--- src/rtl/upconverter_pkg.sv ---
// Shared definitions for the upconverter: saturation limits for a signed
// sample of a given width, and the two mixer phases that alternate per
// output pair.
package upconverter_pkg;

  // Mixer phase selects which component of the output pair is negated.
  //   PH_POS_I : (I, -Qh)
  //   PH_NEG_I : (-I, Qh)
  typedef enum logic {
    PH_POS_I = 1'b0,
    PH_NEG_I = 1'b1
  } phase_e;

  // Largest positive value of a signed number of the given width (width <= 32).
  function automatic longint SAT_MAX(int unsigned width);
    return (longint'(1) <<< (width - 1)) - longint'(1);
  endfunction

  // Most negative value of a signed number of the given width (width <= 32).
  function automatic longint SAT_MIN(int unsigned width);
    return -(longint'(1) <<< (width - 1));
  endfunction

endpackage

--- src/rtl/upconverter_skid.sv ---
// Two-entry skid buffer with a registered ready towards the producer.
//
// The output register is the main entry; the skid register catches the one
// beat that can arrive after the consumer stalls, because ready_o only drops
// on the following edge. Nothing offered while ready_o is high is lost.
//
// Ports
//   clk_i, rst_ni      clock, asynchronous active-low reset
//   valid_i, ready_o   producer handshake (ready_o is a flop)
//   data_i             payload, 2*WIDTH bits
//   valid_o, ready_i   consumer handshake
//   data_o             payload presented to the consumer
module upconverter_skid #(
  parameter int unsigned WIDTH = 16
) (
  input  logic               clk_i,
  input  logic               rst_ni,
  input  logic               valid_i,
  output logic               ready_o,
  input  logic [2*WIDTH-1:0] data_i,
  output logic               valid_o,
  input  logic               ready_i,
  output logic [2*WIDTH-1:0] data_o
);

  logic               ready_q, ready_d;
  logic               out_valid_q, out_valid_d;
  logic [2*WIDTH-1:0] out_data_q, out_data_d;
  logic               skid_valid_q, skid_valid_d;
  logic [2*WIDTH-1:0] skid_data_q, skid_data_d;

  logic in_fire;
  logic out_fire;

  assign in_fire  = valid_i & ready_q;
  assign out_fire = out_valid_q & ready_i;

  always_comb begin
    out_valid_d  = out_valid_q;
    out_data_d   = out_data_q;
    skid_valid_d = skid_valid_q;
    skid_data_d  = skid_data_q;

    if (!out_valid_q || out_fire) begin
      // Main entry is free this edge: refill from skid first to keep order.
      if (skid_valid_q) begin
        out_valid_d  = 1'b1;
        out_data_d   = skid_data_q;
        skid_valid_d = 1'b0;
      end else if (in_fire) begin
        out_valid_d = 1'b1;
        out_data_d  = data_i;
      end else begin
        out_valid_d = 1'b0;
      end
    end else if (in_fire) begin
      // Consumer stalled while ready_o was still high: park the beat.
      skid_valid_d = 1'b1;
      skid_data_d  = data_i;
    end

    // Ready is simply "skid slot will be empty", so it is a pure flop output.
    ready_d = ~skid_valid_d;
  end

  always_ff @(posedge clk_i or negedge rst_ni) begin
    if (!rst_ni) begin
      ready_q      <= 1'b0;
      out_valid_q  <= 1'b0;
      out_data_q   <= '0;
      skid_valid_q <= 1'b0;
      skid_data_q  <= '0;
    end else begin
      ready_q      <= ready_d;
      out_valid_q  <= out_valid_d;
      out_data_q   <= out_data_d;
      skid_valid_q <= skid_valid_d;
      skid_data_q  <= skid_data_d;
    end
  end

  assign ready_o = ready_q;
  assign valid_o = out_valid_q;
  assign data_o  = out_data_q;

endmodule

--- src/rtl/upconverter.sv ---
// Interpolate-by-2 and fs/4 mixer producing a real sample pair per complex
// input sample.
//
// Each accepted sample x[n+1] closes the pair for x[n]: the half-sample
// point (Ih, Qh) is the rounded average of x[n] and x[n+1]. The pair is then
// mixed with a quarter-rate carrier, which at the output rate reduces to the
// sequence (I, -Qh), (-I, Qh), ... selected by a phase that flips on every
// transferred pair. The very first sample after reset only primes the
// holding register.
//
// Ports
//   i_clock                     rising-edge clock
//   i_reset_n                   asynchronous active-low reset
//   i_inph_data, i_quad_data    signed complex input sample
//   i_valid, o_ready            input handshake (o_ready is registered)
//   o_inph_data                 earlier real output sample of the pair
//   o_inph_delay_data           later real output sample of the pair
//   o_valid, i_ready            output handshake
module upconverter
  import upconverter_pkg::*;
#(
  parameter int unsigned WIDTH = 16
) (
  input  logic                    i_clock,
  input  logic                    i_reset_n,
  input  logic signed [WIDTH-1:0] i_inph_data,
  input  logic signed [WIDTH-1:0] i_quad_data,
  input  logic                    i_valid,
  output logic                    o_ready,
  output logic signed [WIDTH-1:0] o_inph_data,
  output logic signed [WIDTH-1:0] o_inph_delay_data,
  output logic                    o_valid,
  input  logic                    i_ready
);

  localparam logic signed [WIDTH-1:0] SatMax = WIDTH'(SAT_MAX(WIDTH));
  localparam logic signed [WIDTH-1:0] SatMin = WIDTH'(SAT_MIN(WIDTH));

  // ---------------------------------------------------------------------------
  // Input skid buffer
  // ---------------------------------------------------------------------------
  logic                    smp_valid;
  logic                    smp_ready;
  logic [2*WIDTH-1:0]      smp_data;
  logic signed [WIDTH-1:0] smp_i;
  logic signed [WIDTH-1:0] smp_q;

  upconverter_skid #(
    .WIDTH (WIDTH)
  ) u_skid (
    .clk_i   (i_clock),
    .rst_ni  (i_reset_n),
    .valid_i (i_valid),
    .ready_o (o_ready),
    .data_i  ({i_inph_data, i_quad_data}),
    .valid_o (smp_valid),
    .ready_i (smp_ready),
    .data_o  (smp_data)
  );

  assign smp_i = smp_data[2*WIDTH-1:WIDTH];
  assign smp_q = smp_data[WIDTH-1:0];

  // ---------------------------------------------------------------------------
  // State
  // ---------------------------------------------------------------------------
  // Holding register for x[n].
  logic                    prev_valid_q, prev_valid_d;
  logic signed [WIDTH-1:0] prev_i_q, prev_i_d;
  logic signed [WIDTH-1:0] prev_q_q, prev_q_d;

  // Stage 1: I[n] and the interpolated half-sample.
  logic                    s1_valid_q, s1_valid_d;
  logic signed [WIDTH-1:0] s1_i_q, s1_i_d;
  logic signed [WIDTH-1:0] s1_ih_q, s1_ih_d;
  logic signed [WIDTH-1:0] s1_qh_q, s1_qh_d;

  // Stage 2: mixed output pair.
  logic                    s2_valid_q, s2_valid_d;
  logic signed [WIDTH-1:0] s2_a_q, s2_a_d;
  logic signed [WIDTH-1:0] s2_b_q, s2_b_d;

  // Phase of the pair currently at (or next to reach) the output.
  phase_e phase_q, phase_d;

  // ---------------------------------------------------------------------------
  // Flow control
  // ---------------------------------------------------------------------------
  logic s2_adv;
  logic s1_adv;
  logic take;
  logic pair_fire;
  logic out_fire;

  assign s2_adv    = ~s2_valid_q | i_ready;
  assign s1_adv    = ~s1_valid_q | s2_adv;
  // A primer never produces a pair, so it can be taken regardless of stalls.
  assign smp_ready = ~prev_valid_q | s1_adv;
  assign take      = smp_valid & smp_ready;
  assign pair_fire = take & prev_valid_q;
  assign out_fire  = s2_valid_q & i_ready;

  // ---------------------------------------------------------------------------
  // Interpolation: (a + b + 1) >>> 1 at WIDTH+1 bits, always fits in WIDTH.
  // ---------------------------------------------------------------------------
  logic signed [WIDTH:0] sum_i;
  logic signed [WIDTH:0] sum_q;
  logic                  unused_sum_lsb;

  assign sum_i = {prev_i_q[WIDTH-1], prev_i_q} + {smp_i[WIDTH-1], smp_i} + (WIDTH+1)'(1);
  assign sum_q = {prev_q_q[WIDTH-1], prev_q_q} + {smp_q[WIDTH-1], smp_q} + (WIDTH+1)'(1);
  assign unused_sum_lsb = sum_i[0] ^ sum_q[0];

  always_comb begin
    prev_valid_d = prev_valid_q;
    prev_i_d     = prev_i_q;
    prev_q_d     = prev_q_q;
    s1_valid_d   = s1_valid_q;
    s1_i_d       = s1_i_q;
    s1_ih_d      = s1_ih_q;
    s1_qh_d      = s1_qh_q;

    if (take) begin
      prev_valid_d = 1'b1;
      prev_i_d     = smp_i;
      prev_q_d     = smp_q;
    end

    if (s1_adv) begin
      s1_valid_d = pair_fire;
      if (pair_fire) begin
        s1_i_d  = prev_i_q;
        s1_ih_d = sum_i[WIDTH:1];
        s1_qh_d = sum_q[WIDTH:1];
      end
    end
  end

  // ---------------------------------------------------------------------------
  // Mixing with saturating negation
  // ---------------------------------------------------------------------------
  logic signed [WIDTH-1:0] neg_i;
  logic signed [WIDTH-1:0] neg_qh;
  phase_e                  load_phase;
  logic                    unused_ih;

  assign neg_i  = (s1_i_q  == SatMin) ? SatMax : -s1_i_q;
  assign neg_qh = (s1_qh_q == SatMin) ? SatMax : -s1_qh_q;
  // Ih is carried for completeness; at fs/4 the I-branch only needs I[n].
  assign unused_ih = ^s1_ih_q;

  // Stage 2 only loads while empty or while its current pair leaves, so the
  // incoming pair's phase is the current phase, advanced if a pair is leaving.
  always_comb begin
    load_phase = phase_q;
    if (s2_valid_q) begin
      load_phase = (phase_q == PH_POS_I) ? PH_NEG_I : PH_POS_I;
    end
  end

  always_comb begin
    s2_valid_d = s2_valid_q;
    s2_a_d     = s2_a_q;
    s2_b_d     = s2_b_q;
    if (s2_adv) begin
      s2_valid_d = s1_valid_q;
      if (s1_valid_q) begin
        if (load_phase == PH_POS_I) begin
          s2_a_d = s1_i_q;
          s2_b_d = neg_qh;
        end else begin
          s2_a_d = neg_i;
          s2_b_d = s1_qh_q;
        end
      end
    end
  end

  always_comb begin
    phase_d = phase_q;
    if (out_fire) begin
      phase_d = (phase_q == PH_POS_I) ? PH_NEG_I : PH_POS_I;
    end
  end

  // ---------------------------------------------------------------------------
  // Registers
  // ---------------------------------------------------------------------------
  always_ff @(posedge i_clock or negedge i_reset_n) begin
    if (!i_reset_n) begin
      prev_valid_q <= 1'b0;
      prev_i_q     <= '0;
      prev_q_q     <= '0;
      s1_valid_q   <= 1'b0;
      s1_i_q       <= '0;
      s1_ih_q      <= '0;
      s1_qh_q      <= '0;
      s2_valid_q   <= 1'b0;
      s2_a_q       <= '0;
      s2_b_q       <= '0;
      phase_q      <= PH_POS_I;
    end else begin
      prev_valid_q <= prev_valid_d;
      prev_i_q     <= prev_i_d;
      prev_q_q     <= prev_q_d;
      s1_valid_q   <= s1_valid_d;
      s1_i_q       <= s1_i_d;
      s1_ih_q      <= s1_ih_d;
      s1_qh_q      <= s1_qh_d;
      s2_valid_q   <= s2_valid_d;
      s2_a_q       <= s2_a_d;
      s2_b_q       <= s2_b_d;
      phase_q      <= phase_d;
    end
  end

  assign o_valid           = s2_valid_q;
  assign o_inph_data       = s2_a_q;
  assign o_inph_delay_data = s2_b_q;

endmodule

--- config.mk ---
export PLATFORM = sky130hd
export DESIGN_NAME = upconverter
export DESIGN_NICKNAME = d
export VERILOG_FILES = /design/src/rtl/upconverter_pkg.sv /design/src/rtl/upconverter_skid.sv /design/src/rtl/upconverter.sv
export SDC_FILE = /design/constraint.sdc
export NUM_CORES = 1
export LEC_CHECK = 0
export CORE_ASPECT_RATIO = 1.5
export CORE_MARGIN = 3
export CORE_UTILIZATION = 62
export DETAILED_ROUTE_END_ITERATION = 6
export PLACE_DENSITY = 0.85
export RECOVER_POWER = 100
export SYNTH_ARGS = -nofsm -noshare
export SYNTH_HDL_FRONTEND = slang
export SYNTH_SLANG_ARGS = --single-unit
--- constraint.sdc ---
create_clock -name i_clock -period 5.2 [get_ports i_clock]
set_clock_uncertainty 0.1 [all_clocks]
set_input_delay 0.78 -clock i_clock [delete_from_list [all_inputs] [get_ports i_clock]]
set_output_delay 0.78 -clock i_clock [all_outputs]
set_load 0.02 [all_outputs]
==> impl_metrics.env, run 1 <==
export IMPL_htreeDepth=4
export IMPL_nFillCells=814
export IMPL_synth_area_leader_cell="dfrtp_1"
export IMPL_reg2reg_slack_ns=1.85
export IMPL_synth_async_sr_flop_share=1.00
export IMPL_clkPwrFrac=0.214
export IMPL_cpPeakStageDelay_ns=0.91
export IMPL_crit_chain="dlygate4sd3_1 -> nand3b_1 -> or2_2 -> nand2_1 -> clkbuf_1 -> o21ai_0"
export IMPL_grt_overflow=0
export IMPL_p_comb_frac=0.405
export IMPL_post_dp_hpwl_um=11400
export IMPL_io_pin_count=70
export IMPL_syn_avg_cell_area_um2=10.7
export IMPL_final_antenna_net_count=0
export IMPL_grtUsageTotal=0.238
export IMPL_max_slew_worst_pin_slew_ns=2.86
export IMPL_viasPerCell=5.98
export IMPL_route_detailed_drc=0
export IMPL_switchingPower_uw=2290
export IMPL_dieWidth_um=98.2
export IMPL_ir_worst_vdd_mv=0.334
export IMPL_syn_nets=792
export IMPL_clk_path_buf_depth=2
export IMPL_cts_tree="yes"
export IMPL_finalHoldViolCount=0
export IMPL_port_buffers=69
export IMPL_dpl_cell_area_um2=8730
export IMPL_ctsHoldBuffers=0
export IMPL_critical_path_startpoint_type="input pin"
export IMPL_synthCells=738
export IMPL_min_to="s1_i_q[11]"
export IMPL_initial_utilization=0.648
export IMPL_reg2reg_to="o_inph_delay_data[15]"
export IMPL_antenna_cells=0
export IMPL_setup_viol=0
export IMPL_rsz0062_at_grt="no"
export IMPL_synthTopCellsByArea="dfrtp_1 (53%), mux2_2 (9.1%), nand2_1 (5.4%)"
export IMPL_yosys_warnings=0
export IMPL_worst_path_max_fanout=33
export IMPL_die_h_um=144
export IMPL_synth_top_area_frac=0.528
export IMPL_firstDrtPassIters=5
export IMPL_status="finished, violations left"
export IMPL_powerDensity_nw_per_um2=654
export IMPL_cts_sinks=167
export IMPL_antenna_found_initial=0
export IMPL_cts_buffers=17
export IMPL_synth_edf_count=0
export IMPL_grt_max_degree=65
export IMPL_critPathBufInv=2
export IMPL_clkTransAtPathRegs_ns=0.06
export IMPL_drive_above_1_share=0.139
export IMPL_critical_path_class="in -> reg"
export IMPL_hold_class="reg -> reg"
export IMPL_yosys_register_bits=167
export IMPL_cp_top_family="buffers and inverters"
export IMPL_crit_cells=6
export IMPL_netlist_area_um2=7910
export IMPL_critPathArrivalTime_ns=3.87
export IMPL_core_area_um2=12200
export IMPL_fin_crit_sh=0.718
export IMPL_grt_pass1_vias=5745
export IMPL_ys_flop_type="dfrtp_1"
export IMPL_vias=5780
export IMPL_p_leak_uw=0.00398
export IMPL_rr_worst_depth=7
export IMPL_clk_latency_ns=0.42
export IMPL_tns_ns=0
export IMPL_worstHoldStart="prev_i_q[11]"
export IMPL_ys_seq_area_frac=0.528
export IMPL_slew_headroom=-0.906
export IMPL_finalPower_uw=6080
export IMPL_layout_min_cycle_time_ns=3.73
export IMPL_routed_wl_um=16100
export IMPL_fin_area_um2=9300
export IMPL_place_ws_ns=1.85
export IMPL_swShare=0.376
export IMPL_die_area_um2=14200
export IMPL_cap_violations=3
export IMPL_gp_congestion=0.880
export IMPL_worst_slack_ns=1.47
export IMPL_cp_end_kind="flop"
export IMPL_slew_viol_final=121
export IMPL_ys_types=58
export IMPL_fin_nets=855
export IMPL_cts_resized=0
export IMPL_drt_iter0_drc=390
export IMPL_cts_setup_buffers=0
export IMPL_wl_per_cell_um=16.6
export IMPL_grt_pass1_wl_um=27400
export IMPL_p_int_uw=3800
export IMPL_critPathRequiredTime_ns=5.33
export IMPL_area_growth_pct=17.6
export IMPL_whs_path_depth=2
export IMPL_violations="capacitance limit, slew limit"
export IMPL_cp_slowest_cell="clkbuf_1"
export IMPL_rows=49
export IMPL_fmax_mhz=268
export IMPL_r2r_start="s1_qh_q[0]"
export IMPL_cts_root_buf="clkbuf_16"
export IMPL_p_seq_frac=0.381
## cell type report
cell class | count | area (um2) | area share
flip-flops and latches | 167 | 4180 | 0.449
multi-input cells | 521 | 3510 | 0.377
clock buffers | 19 | 453 | 0.0487
inverters | 14 | 52.6 | 0.00565
repair buffers | 80 | 744 | 0.0800
well taps | 153 | 191 | 0.0206
clock inverters | 13 | 170 | 0.0183
## metal layers
layer  GRT usage  vias up  part of all wire
li1            -     2755                 -
met1       0.291     2805              0.41
met2       0.424      183              0.52
met3      0.0352       37             0.040
met4       0.101        0             0.023
met5           0        -                 0
## state kept, by name (all words and copies together) (netlist names)
register / count
s1_qh_q: 16
u_skid.ready_o: 1
u_skid.skid_valid_q: 1
o_inph_delay_data: 16
prev_i_q: 16
prev_q_q: 16
prev_valid_q: 1
u_skid.data_o: 32
u_skid.valid_o: 1
u_skid.skid_data_q: 32
o_valid: 1
s1_valid_q: 1
phase_q: 1
o_inph_data: 16
s1_i_q: 16
## cell usage in the layout, fill, tap and decap left out, types with 5 or more instances in the layout
cell	count
a21oi_1	32
a31oi_1	20
and3_1	5
buf_4	5
clkbuf_1	7
clkbuf_16	17
clkdlybuf4s50_1	33
dfrtp_1	167
dlygate4sd3_1	35
ha_1	17
inv_1	14
mux2_2	63
mux2i_1	32
nand2_1	113
nand3_1	10
nand3b_1	5
nor2_1	41
nor3_1	6
o21ai_0	60
o31ai_1	8
or3_1	5
xnor2_1	20
xor2_1	14
## tightest hold or removal path: cells and delay by family (launching register included)
family,cells,cell delay [ns]
DFF,1,0.34
and+or+nand+nor,2,0.10
## power by group through the flow
stage / Combinational (uW) / Clock [uW] / Sequential (uW)
2_1_floorplan: 1650 / 0 / 2380
3_3_place_gp: 2400 / 0 / 2290
3_5_place_dp: 2490 / 0 / 2340
4_1_cts: 2520 / 1320 / 2330
5_1_grt: 2720 / 1370 / 2400
6_report: 2460 / 1300 / 2320
## per-stage QoR
stage,util,instances,hold WS (ns)
after floorplan,-,738,0.333
after global placement,0.716,935,0.350
after detailed placement,0.716,935,0.352
after CTS,0.767,967,0.208
after global routing,0.762,967,0.397
final,0.762,967,0.361
## how the worst max path moves through the flow
| stage | from | end |
|---|---|---|
| global placement | i_ready | u_skid.data_o[3] |
| detailed placement | i_ready | u_skid.data_o[5] |
| floorplan | i_ready | u_skid.skid_data_q[10] |
| global route | i_ready | u_skid.data_o[2] |
| finish | i_ready | u_skid.data_o[4] |
| CTS | i_ready | u_skid.data_o[2] |
## cell families after synthesis
| logic type | share of synthesized area |
|---|---|
| AND/OR/NAND/NOR | 0.124 |
| flip-flops | 0.528 |
| AO/OA/AOI/OAI | 0.124 |
| multiplexers | 0.132 |
| buffers and inverters | 0.0252 |
| XOR/XNOR | 0.0377 |
| adder cells (fa/ha/maj) | 0.0294 |
## cell usage after synthesis (3+ instances only)
cell type	number
a21o_1	3
a21oi_1	32
a31o_2	3
a31oi_1	20
and3_1	5
and4_1	4
buf_2	3
clkbuf_1	30
dfrtp_1	167
ha_1	17
inv_1	14
mux2_2	64
mux2i_1	32
nand2_1	113
nand2b_1	4
nand3_1	10
nand3b_1	5
nand4_1	4
nor2_1	42
nor3_1	6
o21ai_0	59
o311ai_0	4
o31ai_1	8
o41ai_1	3
or2_2	3
or3_1	5
xnor2_1	20
xor2_1	14
No activity file was read; power rests on OpenSTA's default activity.
==> run 2: changes to the inputs <==
CORE_UTILIZATION = 58   (was 62)
PLACE_DENSITY = 0.8   (was 0.85)
clock period = 3.8 ns   (was 5.2 ns; I/O delays follow)
==> impl_metrics.env, run 2 (synthesis gave the netlist of run 1 again) <==
export IMPL_status="complete, no violations"
export IMPL_cts_buffers=17
export IMPL_tns_ns=0
export IMPL_htreeDepth=4
export IMPL_antenna_cells=0
export IMPL_mostFrequentLayoutCell="dfrtp_1"
export IMPL_die_h_um=149
export IMPL_antenna_found_initial=0
export IMPL_critPathArrivalTime_ns=2.97
export IMPL_cts_setup_buffers=0
export IMPL_grt_pass1_wl_um=26200
export IMPL_setup_viol=0
export IMPL_max_slew_worst_pin_slew_ns=1.21
export IMPL_fin_crit_sh=0.731
export IMPL_io_pin_count=70
export IMPL_routed_wl_um=15400
export IMPL_final_core_util=0.707
export IMPL_fmax_mhz=360
export IMPL_p_leak_uw=0.00397
export IMPL_cts_tree="yes"
export IMPL_critPathBufInv=2
export IMPL_worst_path_max_fanout=32
export IMPL_grt_pass1_vias=5548
export IMPL_final_cell_mix="dfrtp_1 (167), nand2_1 (113), mux2_2 (63), o21ai_0 (60), nor2_1 (42)"
export IMPL_cap_violations=0
export IMPL_clk_path_buf_depth=2
export IMPL_initial_utilization=0.602
export IMPL_drive_above_1_share=0.138
export IMPL_grt_overflow=0
export IMPL_powerDensity_nw_per_um2=882
export IMPL_critical_path_startpoint_type="input pin"
export IMPL_ir_worst_vdd_mv=0.394
export IMPL_layout_min_cycle_time_ns=2.78
export IMPL_crit_chain="dlygate4sd3_1 -> nand3b_1 -> or2_2 -> nor2_1 -> clkbuf_2 -> mux2_2"
export IMPL_grt_max_degree=127
export IMPL_slew_headroom=0.196
export IMPL_die_area_um2=15100
export IMPL_ctsHoldBuffers=0
export IMPL_cp_slowest_cell="clkbuf_2"
export IMPL_viasPerCell=5.76
export IMPL_slew_viol_final=0
export IMPL_core_area_um2=13100
export IMPL_drt_iter0_drc=228
export IMPL_cp_top_family="buffers and inverters"
export IMPL_clkTransAtPathRegs_ns=0.06
export IMPL_rows=51
export IMPL_rsz0062_at_grt="no"
export IMPL_fin_nets=856
export IMPL_final_antenna_net_count=0
export IMPL_vias=5601
export IMPL_dieWidth_um=101
export IMPL_finalHoldViolCount=0
export IMPL_cts_sinks=167
export IMPL_firstDrtPassIters=5
export IMPL_post_dp_hpwl_um=10900
export IMPL_cp_end_kind="flop"
export IMPL_route_detailed_drc=0
export IMPL_finalPower_uw=8190
export IMPL_cts_root_buf="clkbuf_16"
export IMPL_hold_class="in -> async"
export IMPL_critPathRequiredTime_ns=4.00
export IMPL_grtUsageTotal=0.216
export IMPL_wl_per_cell_um=15.9
export IMPL_cpPeakStageDelay_ns=0.63
export IMPL_critical_path_class="in -> reg"
export IMPL_clk_latency_ns=0.41
export IMPL_gp_congestion=0.870
export IMPL_port_buffers=69
export IMPL_cts_resized=0
export IMPL_area_growth_pct=17.5
run 2: layer usage:
metal	part of all wire	vias to the layer above	global-route usage
li1	-	2762	-
met1	0.44	2679	0.278
met2	0.51	131	0.364
met3	0.034	29	0.0332
met4	0.024	0	0.0872
met5	0	-	0
run 2: area by class of cell:
class / count / area, um2
clock buffer: 21 / 460
fill: 956 / 3860
multi-input combinational: 521 / 3520
sequential: 167 / 4180
inverter: 14 / 52.6
timing repair buffer: 81 / 758
clock inverter: 9 / 118
tap: 159 / 199
run 2: worst paths after layout:
kind / start / endpoint / cells past startpoint / slack, ns
hold reg to reg: prev_i_q[7] / s1_i_q[7] / 2 / 0.37
hold / removal: i_reset_n / o_inph_delay_data[11] / 1 / 0.24
max in group asynchronous: i_reset_n / prev_i_q[9] / 2 / 1.67
min in group i_clock: prev_i_q[7] / s1_i_q[7] / 2 / 0.37
setup reg to reg: s1_qh_q[0] / o_inph_delay_data[15] / 7 / 1.09
setup / recovery: i_ready / u_skid.skid_data_q[25] / 6 / 1.02
run 2: metrics by stage:
step / hold slack, ns / std cells / worst slack [ns] / cell area, um2
after global placement: 0.350 / 942 / 1.04 / 8750
after CTS: 0.281 / 972 / 1.11 / 9330
after floorplan: 0.174 / 738 / 1.51 / 7910
after global routing: 0.336 / 972 / 0.862 / 9290
after detailed placement: 0.354 / 942 / 1.03 / 8750
final: 0.244 / 972 / 1.02 / 9290
run 2: power by group:
| group | switching [uW] | leakage [uW] | internal (uW) |
|---|---|---|---|
| combinational | 1820 | 0.00170 | 1540 |
| sequential | 572 | 0.00200 | 2580 |
| clock | 676 | 0.000273 | 1000 |
| total | 3070 | 0.00397 | 5130 |
==> run 3: changes to the inputs <==
CORE_UTILIZATION = 52   (was 58)
PLACE_DENSITY = 0.76   (was 0.8)
clock period = 2.3 ns   (was 3.8 ns; I/O delays follow)
==> impl_metrics.env, run 3 (synthesis gave the netlist of run 1 again) <==
export IMPL_finalPower_uw=14100
export IMPL_routed_wl_um=15900
export IMPL_fin_crit_sh=0.987
export IMPL_antenna_found_initial=0
export IMPL_r2r_start="s1_i_q[7]"
export IMPL_max_slew_worst_pin_slew_ns=1.51
export IMPL_violations="capacitance limit, slew limit"
export IMPL_clkTransAtPathRegs_ns=0.07
export IMPL_wl_per_cell_um=15.2
export IMPL_slew_viol_final=63
export IMPL_area_growth_pct=23.4
export IMPL_path_common_cell="or4_4"
export IMPL_cp_end_kind="flop"
export IMPL_fin_area_um2=9760
export IMPL_grt_pass1_vias=5822
export IMPL_finalHoldViolCount=0
export IMPL_cts_buffers=17
export IMPL_p_leak_uw=0.00421
export IMPL_slew_headroom=-0.00641
export IMPL_post_dp_hpwl_um=11900
export IMPL_min_to="s1_i_q[9]"
export IMPL_vias=5699
export IMPL_status="finished, violations left"
export IMPL_cts_root_buf="clkbuf_16"
export IMPL_critical_path_startpoint_type="flop"
export IMPL_rsz0062_at_grt="yes"
export IMPL_critPathArrivalTime_ns=2.50
export IMPL_cp_slowest_cell="or4_4"
export IMPL_drive_above_1_share=0.205
export IMPL_grt_max_degree=64
export IMPL_hold_class="reg -> reg"
export IMPL_htreeDepth=4
export IMPL_mostFrequentLayoutCell="dfrtp_1"
export IMPL_critPathRequiredTime_ns=2.53
export IMPL_die_area_um2=16800
export IMPL_ir_worst_vdd_mv=0.544
export IMPL_antenna_cells=0
export IMPL_worst_path_max_fanout=8
export IMPL_rows=54
export IMPL_gp_congestion=0.850
export IMPL_crit_chain="or4_4 -> or4_4 -> or3_4 -> a31oi_1"
export IMPL_setup_viol=0
export IMPL_firstDrtPassIters=5
export IMPL_io_pin_count=70
export IMPL_grt_pass1_wl_um=27400
export IMPL_worstHoldStart="prev_i_q[9]"
export IMPL_drt_iter0_drc=262
export IMPL_fin_cells=1050
export IMPL_fin_nets=895
export IMPL_whs_path_depth=2
export IMPL_grtUsageTotal=0.201
export IMPL_cpPeakStageDelay_ns=0.57
export IMPL_port_buffers=69
export IMPL_reg2reg_slack_ns=0.03
export IMPL_multi_input_area_um2=3620
export IMPL_core_area_um2=14700
export IMPL_nFillCells=1190
export IMPL_dieWidth_um=107
export IMPL_seq_area_um2=4180
export IMPL_critical_path_class="reg -> reg"
export IMPL_powerDensity_nw_per_um2=1450
export IMPL_clk_latency_ns=0.42
export IMPL_viasPerCell=5.43
export IMPL_rr_worst_depth=4
export IMPL_clk_path_buf_depth=2
export IMPL_cts_sinks=167
export IMPL_dpl_cell_area_um2=9140
export IMPL_place_inst=1016
export IMPL_die_h_um=157
export IMPL_cap_violations=1
export IMPL_final_cell_mix="dfrtp_1 (167), nand2_1 (113), mux2_2 (64), o21ai_0 (57), nor2_1 (41)"
export IMPL_reg2reg_to="o_inph_data[3]"
export IMPL_cts_tree="yes"
export IMPL_grt_overflow=0
export IMPL_final_antenna_net_count=0
export IMPL_route_detailed_drc=0
export IMPL_fmax_mhz=440
export IMPL_layout_min_cycle_time_ns=2.27
export IMPL_initial_utilization=0.537
run 3: cell count changes in the layout (fill, tap and decap cells not counted), sizes merged:
cell and change:
buf +35, clkbuf +2, clkdlybuf4s50 +1, inv +1, clkinv +2
run 3: cell type report:
class / count / share of cell area
Sequential cell: 167 / 0.428
Multi-Input combinational cell: 521 / 0.371
Timing Repair Buffer: 120 / 0.110
Clock buffer: 20 / 0.0458
Tap cell: 196 / 0.0251
Clock inverter: 12 / 0.0146
Inverter: 14 / 0.00539
run 3: report_power, final:
group	internal (uW)	switching, uW	total, uW
clock	1650	1150	2800
sequential	4270	919	5190
combinational	2970	3190	6160
total	8890	5260	14100
run 3: per-layer routing:
| layer | wire length [um] | part of all wire | vias to the layer above | track usage |
|---|---|---|---|---|
| li1 | - | - | 2841 | - |
| met5 | 0 | 0 | - | 0 |
| met3 | 412 | 0.026 | 21 | 0.0279 |
| met1 | 6710 | 0.42 | 2749 | 0.242 |
| met2 | 8480 | 0.53 | 88 | 0.360 |
| met4 | 331 | 0.021 | 0 | 0.0823 |
run 3: timing repair:
action / 4_1_cts / 5_1_grt
hold endpoints to repair: 59 / 0
gates resized for setup: 7 / 18
hold buffers: 1 / 0
pin swaps: 1 / 6
buffers inserted: 1 / 0
endpoints found under the setup margin: 19 / 26
run 3: worst max-delay path by stage:
stage,start,end,slack (ns),cells past startpoint
6_report,s1_i_q[7],o_inph_data[3],0.03,4
5_1_grt,s1_i_q[7],o_inph_data[15],-0.005,5
4_1_cts,s1_i_q[7],o_inph_data[15],0.008,5
3_5_place_dp,s1_qh_q[1],o_inph_delay_data[14],-0.06,8
3_3_place_gp,u_skid.data_o[0],s1_qh_q[13],0.02,8
2_1_floorplan,s1_qh_q[0],o_inph_delay_data[15],0.01,7
run 3: critical path, delay by kind of cell, from the launching register on:
family | cells | cell delay [ns]
AO/OA/AOI/OAI | 1 | 0.18
flip-flops | 1 | 0.39
AND/OR/NAND/NOR | 3 | 1.51
run 3: stage by stage:
stage | util | hold slack, ns | TNS [ns] | setup WS [ns]
final | 0.662 | 0.364 | 0 | 0.0291
after floorplan | - | -0.0506 | 0 | 0.0104
after global routing | 0.662 | 0.390 | -0.0126 | -0.00489
after global placement | 0.620 | 0.249 | 0 | 0.0214
after CTS | 0.663 | 0.370 | 0 | 0.00757
after detailed placement | 0.620 | 0.256 | -0.214 | -0.0640
